[src/rtl/gray_rx_tracker.sv]
// Gray-code receive tracker: two-stage pipeline with Gray-to-binary conversion, step classification and a lock FSM.
// Optional saturating error counter is built when GRAY_RX_ERR_CNT_EN is defined; otherwise err_count is tied to zero.
module gray_rx_tracker #(
  parameter int N         = 4,
  parameter int ERR_CNT_W = 8,
  parameter int LOCK_CNT  = 3
) (
  input  logic                 clk,
  input  logic                 rst,
  input  logic [N-1:0]         gray_in,
  input  logic                 in_valid,
  output logic [N-1:0]         bin_out,
  output logic                 bin_valid,
  output logic                 dir_up,
  output logic                 dir_down,
  output logic                 step_err,
  output logic                 locked,
  output logic [ERR_CNT_W-1:0] err_count
);

  typedef enum logic [1:0] {IDLE, ACQ, LOCK} state_t;

  state_t       state, state_nxt;
  logic [3:0]   good_cnt, good_cnt_nxt;

  logic [N-1:0] s1_gray;
  logic         s1_valid;
  logic [N-1:0] prev_gray;
  logic [N-1:0] bin_new;
  logic [N-1:0] gray_delta;
  logic [N-1:0] bin_step;
  logic         is_hold;
  logic         is_single;
  logic         classify;
  logic         up_c;
  logic         down_c;
  logic         err_c;

  // Each binary bit is the XOR of all Gray bits at or above it.
  always_comb begin
    for (int i = 0; i < N; i++) begin
      bin_new[i] = ^(s1_gray >> i);
    end
  end

  // The first sample after reset has no predecessor and is never classified.
  assign classify   = s1_valid && (state != IDLE);
  assign gray_delta = s1_gray ^ prev_gray;
  assign is_hold    = (gray_delta == '0);
  assign is_single  = !is_hold && ((gray_delta & (gray_delta - 1'b1)) == '0);
  assign bin_step   = bin_new - bin_out;
  assign up_c       = classify && is_single && (bin_step == N'(1));
  assign down_c     = classify && is_single && (bin_step == '1);
  assign err_c      = classify && !is_hold && !is_single;

  // NOTE: sequential state uses non-blocking assignments so every register samples pre-edge values.
  always_ff @(posedge clk) begin
    if (rst) begin
      s1_valid  <= 1'b0;
      s1_gray   <= '0;
      prev_gray <= '0;
      bin_out   <= '0;
      bin_valid <= 1'b0;
      dir_up    <= 1'b0;
      dir_down  <= 1'b0;
      step_err  <= 1'b0;
    end else begin
      s1_valid  <= in_valid;
      if (in_valid) s1_gray <= gray_in;
      bin_valid <= s1_valid;
      dir_up    <= up_c;
      dir_down  <= down_c;
      step_err  <= err_c;
      if (s1_valid) begin
        prev_gray <= s1_gray;
        bin_out   <= bin_new;
      end
    end
  end

  always_ff @(posedge clk) begin
    if (rst) begin
      state    <= IDLE;
      good_cnt <= '0;
    end else begin
      state    <= state_nxt;
      good_cnt <= good_cnt_nxt;
    end
  end

  // NOTE: every combinational output gets a default first so no latch is inferred on untaken paths.
  always_comb begin
    state_nxt    = state;
    good_cnt_nxt = good_cnt;
    if (s1_valid) begin
      case (state)
        IDLE: begin
          state_nxt    = ACQ;
          good_cnt_nxt = '0;
        end
        ACQ: begin
          if (err_c) begin
            good_cnt_nxt = '0;
          end else if (is_single) begin
            if (good_cnt + 4'd1 == 4'(LOCK_CNT)) begin
              state_nxt    = LOCK;
              good_cnt_nxt = '0;
            end else begin
              good_cnt_nxt = good_cnt + 4'd1;
            end
          end
        end
        LOCK: begin
          if (err_c) begin
            state_nxt    = ACQ;
            good_cnt_nxt = '0;
          end
        end
        default: begin
          state_nxt    = IDLE;
          good_cnt_nxt = '0;
        end
      endcase
    end
  end

  always_comb begin
    locked = (state == LOCK);
  end

`ifdef GRAY_RX_ERR_CNT_EN
  logic [ERR_CNT_W-1:0] err_cnt_q;

  always_ff @(posedge clk) begin
    if (rst) begin
      err_cnt_q <= '0;
    end else if (err_c && (err_cnt_q != '1)) begin
      err_cnt_q <= err_cnt_q + 1'b1;
    end
  end

  assign err_count = err_cnt_q;
`else
  assign err_count = '0;
`endif

endmodule

[config.mk]
export PLATFORM = sky130hd
export DESIGN_NAME = gray_rx_tracker
export DESIGN_NICKNAME = d
export VERILOG_FILES = /design/src/rtl/gray_rx_tracker.sv
export SDC_FILE = /design/constraint.sdc
export NUM_CORES = 1
export LEC_CHECK = 0
export BUFFER_PORTS_ARGS = -buffer_cell sky130_fd_sc_hd__buf_4
export CORE_ASPECT_RATIO = 1.4
export CORE_MARGIN = 4
export CORE_UTILIZATION = 50
export CTS_CLUSTER_SIZE = 40
export DETAILED_ROUTE_END_ITERATION = 16
export GPL_TIMING_DRIVEN = 0
export PLACE_DENSITY = 0.68
export SLEW_MARGIN = 20
export SYNTH_ARGS = -nofsm -noshare
export SYNTH_HDL_FRONTEND = slang
export SYNTH_SLANG_ARGS = --single-unit
[constraint.sdc]
create_clock -name clk -period 3.05 [get_ports clk]
set_input_delay 0.1525 -clock clk [delete_from_list [all_inputs] [get_ports clk]]
set_output_delay 0.1525 -clock clk [all_outputs]
set_load 0.05 [all_outputs]
==> reports/summary.log <==
qor: sta.post-route-worst-setup-slack 0.7330 ns
qor: route.post_drt_via_cell_ratio 5.166
qor: yosys.synth_top_area_frac 0.3212
qor: yosys.synth.yosys.warnings 0
qor: layout.finish.cell_count_without_fillers 205
qor: worst_setup_path.worstPathArrival 2.54 ns
qor: layout.fin_nets 184
qor: clock_network.library_cell_used_as_clock_root_buffer clkbuf_4
qor: worst_setup_path.startpoint s1_gray[2]$_SDFFE_PP0P_
qor: sta.report.final.slew_viol_count 0
qor: route.route.antenna.remaining_nets 0
qor: yosys.syn_area 1371 um^2
qor: pwr.p_seq_frac 0.486
qor: layout.fraction_of_final_layout_cells_sized_beyond_drive_strength_1 0.2249
qor: hold_path.hold_path.class in -> reg
qor: yosys.syn-mean-instance-area 9.393 um^2
qor: floorplan.die_x 52.26 um
qor: placement.place.detailed.instances 202
qor: global_route.grt_antenna_before_repair 0
qor: route.detail_route.drc_violations 0
qor: global_route.grt_first_pass_wirelength 4347 um
qor: clock_network.clock_insertion_delay_at_the_later_pin_of_the_skew_report 0.32 ns
qor: pwr.peakVddDrop 0.0002788 V
qor: layout.sequential_cell_area 440.4 um^2
qor: clock_network.post_cts_hold_buffer_count 0
qor: sta.timing.final.crit_share 0.7597
qor: pwr.p_clk_frac 0.205
qor: worst_setup_path.cp-start-kind register
qor: yosys.asyncSetResetFlopFracSynth 0
qor: layout.synthToLayoutAreaGrowth 13.96%
qor: floorplan.floorplan.die.height 69.97 um
qor: global_route.grt_remaining_overflow 0
qor: pwr.power-per-cell-area 421.5 nW/um^2
qor: sta.timing.setup.tns 0 ns
qor: clock_network.cts_max_path_buffers 2
qor: global_route.combined_global_route_utilization_of_all_metal_layers 0.1571
qor: placement.place.port_buffers 13
qor: floorplan.top_level_ports 24
qor: yosys.yosys-top-cells-count dfxtp_1 (22), nor2_1 (18), inv_1 (12)
qor: clock_network.cts-resized-gates 0
qor: worst_setup_path.r2r-start s1_gray[2]$_SDFFE_PP0P_
qor: sta.timing.slew.headroom 0.6162
qor: clock_network.numClockSinks 22
qor: worst_setup_path.setup_slack_on_the_worst_flop_to_flop_path 0.73 ns
qor: outcome.outcome complete, no violations
qor: sta.layout_min_cycle_time 2.317 ns
qor: sta.final.setup_skew 0.009002 ns
qor: floorplan.core_area 2615 um^2
qor: pwr.static-leakage-power 0.6658 nW
qor: route.drt-pass1-iter-count 4
qor: global_route.vias_in_the_first_global_route 981
qor: worst_setup_path.timing.rr.end dir_down$_SDFF_PP0_
qor: sta.setup_viol 0
qor: layout.multiInputGateArea 818.3 um^2
qor: placement.place_hpwl 1970 um
qor: placement.dp_slack 0.7195 ns
qor: worst_setup_path.r2r_cells 9
qor: yosys.synth-seq-cells 22
qor: yosys.synth_enable_flop_cells 0
qor: global_route.grt_start_max_net_pins 12
qor: sta.max_freq 431.6 MHz
qor: sta.unrepaired_setup_endpoints_after_global_routing false
qor: yosys.yosys-top-cells-area dfxtp_1 (32%), mux2i_1 (6.6%), xnor2_4 (6.0%)
qor: clock_network.post_cts_clock_slew_at_the_launch_and_capture_registers_of_the_worst_setup_and_hold_paths 0.12 ns
qor: clock_network.cts_inserted_buffers 3
qor: layout.antenna_cells 0
qor: sta.hold_viol 0
qor: route.routed_wire_length_per_instance 12.15 um
qor: pwr.share_comb_of_total_power 0.308
qor: route.via_count 1059
qor: route.drt_iter0_drc 28
qor: route.wl 2490 um
qor: clock_network.cts_tree done
qor: yosys.netlist_instances 146
qor: floorplan.starting_density 0.5244
qor: pwr.internal_power 0.0004265 W
qor: placement.global_placer_s_final_weighted_congestion 0.8555
qor: hold_path.number_of_stages_on_the_worst_hold_path 2
qor: yosys.synth.yosys.seq_area_share 0.3212
qor: worst_setup_path.criticalPathCategory reg -> reg
qor: flow_run.cap_viol_max_count 0
qor: clock_network.post-cts-setup-buffers 0
qor: pwr.switchingPower 0.0002321 W
qor: yosys.ys_types 43
qor: sta.slew_worst_pin 0.5757 ns
qor: worst_setup_path.timing.critical_path.to dir_down$_SDFF_PP0_
qor: worst_setup_path.required_time_reported_for_the_critical_path_endpoint 3.27 ns
qor: yosys.synthMostInstantiatedCell dfxtp_1
qor: yosys.post_synthesis_cell_type_with_the_largest_combined_area dfxtp_1
qor: yosys.synth_ff_type dfxtp_1
qor: worst_setup_path.cp-end-kind register
qor: pwr.sw_frac_of_total 0.3524
qor: worst_setup_path.crit_path_max_fanout 5
qor: floorplan.floorplan.die_area 3656 um^2
qor: floorplan.std_cell_rows 22
qor: clock_network.htreeDepth 1
qor: layout.fillCellCount 245
==> per-layer routing <==
layer	GRT usage	routed length, um
met1	0.1713	1008
met2	0.2699	1311
met3	0.02772	83
met4	0.09659	86
met5	0	0
==> cells by family (layout without fill, tap and decap cells) <==
logic type,after synthesis,count (layout),synth area share
DFF,22,22,0.3212
buffers and inverters,26,42,0.1013
muxes,9,9,0.06570
AOI/OAI and AO/OA,34,34,0.1971
and+or+nand+nor,36,36,0.1232
adders and majority gates,6,6,0.06022
other,1,8,0.002735
xor gates and xnor gates,12,12,0.1287
==> power groups by stage <==
stage,registers (W),clock network (W),logic [W]
detailed placement,0.000326,0,0.000202
global route,0.000322,0.000152,0.000224
floorplan,0.000335,0,0.000155
finish,0.000320,0.000135,0.000203
CTS,0.000320,0.000143,0.000203
global placement,0.000326,0,0.000195
==> area by class of cell <==
class,instances,area share
buffer,14,0.06005
inverter,12,0.02882
multi-input combinational,105,0.5236
sequential,22,0.2818
timing repair buffer,13,0.06245
tap,36,0.02882
clock buffer,3,0.01441
==> how the worst min path moves through the flow <==
stage                     from                 endpoint
global route               rst  bin_out[0]$_SDFFE_PP0P_
finish                     rst      s1_valid$_SDFF_PP0_
CTS                        rst      s1_valid$_SDFF_PP0_
floorplan           gray_in[0]  s1_gray[0]$_SDFFE_PP0P_
global placement           rst      s1_valid$_SDFF_PP0_
detailed placement         rst      s1_valid$_SDFF_PP0_
==> worst max-delay path: stages (launching register included) <==
cell	delay, ns
dfxtp_1	0.32
clkbuf_1	0.18
xnor2_1	0.39
xnor2_2	0.16
xnor2_1	0.17
ha_1	0.22
fa_1	0.38
xor2_1	0.19
nor2_1	0.05
and3b_1	0.17
==> flip-flops by register name, indices dropped and copies added (netlist names) <==
signal,cells
bin_out,4
bin_valid,1
dir_down,1
dir_up,1
good_cnt,4
prev_gray,3
s1_gray,4
s1_valid,1
state,2
step_err,1
==> per-stage QoR <==
stage | power, W | hold slack (ns) | area (um^2) | utilization
after detailed placement | 0.0005286 | 0.3647 | 1540 | 0.5890
after floorplan | 0.0004906 | 0.2998 | 1398 | -
final | 0.0006587 | 0.01406 | 1563 | 0.5976
after global placement | 0.0005212 | 0.3565 | 1540 | 0.5890
after CTS | 0.0006661 | 0.009897 | 1563 | 0.5976
after global routing | 0.0006978 | 0.008506 | 1563 | 0.5976
==> cells in the final DEF, fill, tap and decap left out, types with 2 or more instances in the layout <==
cell type | synthesis | layout
xnor2_4 | 3 | 3
nor2b_1 | 2 | 2
o21ai_0 | 3 | 3
a211oi_1 | 2 | 2
mux2i_1 | 9 | 9
a21oi_1 | 4 | 4
a2111oi_0 | 2 | 2
nand2_1 | 4 | 4
o21ai_2 | 2 | 2
nor2_1 | 18 | 18
dfxtp_1 | 22 | 22
nor3_1 | 4 | 4
o2111ai_1 | 2 | 2
ha_1 | 5 | 5
clkbuf_4 | 0 | 3
xnor2_2 | 2 | 2
conb_1 | 1 | 8
xor2_1 | 3 | 3
nand3_1 | 3 | 3
clkbuf_1 | 3 | 3
xnor2_1 | 4 | 4
buf_4 | 9 | 22
o31ai_1 | 3 | 3
inv_1 | 12 | 12
o211ai_1 | 5 | 5
No activity file was read; power rests on OpenSTA's default activity.
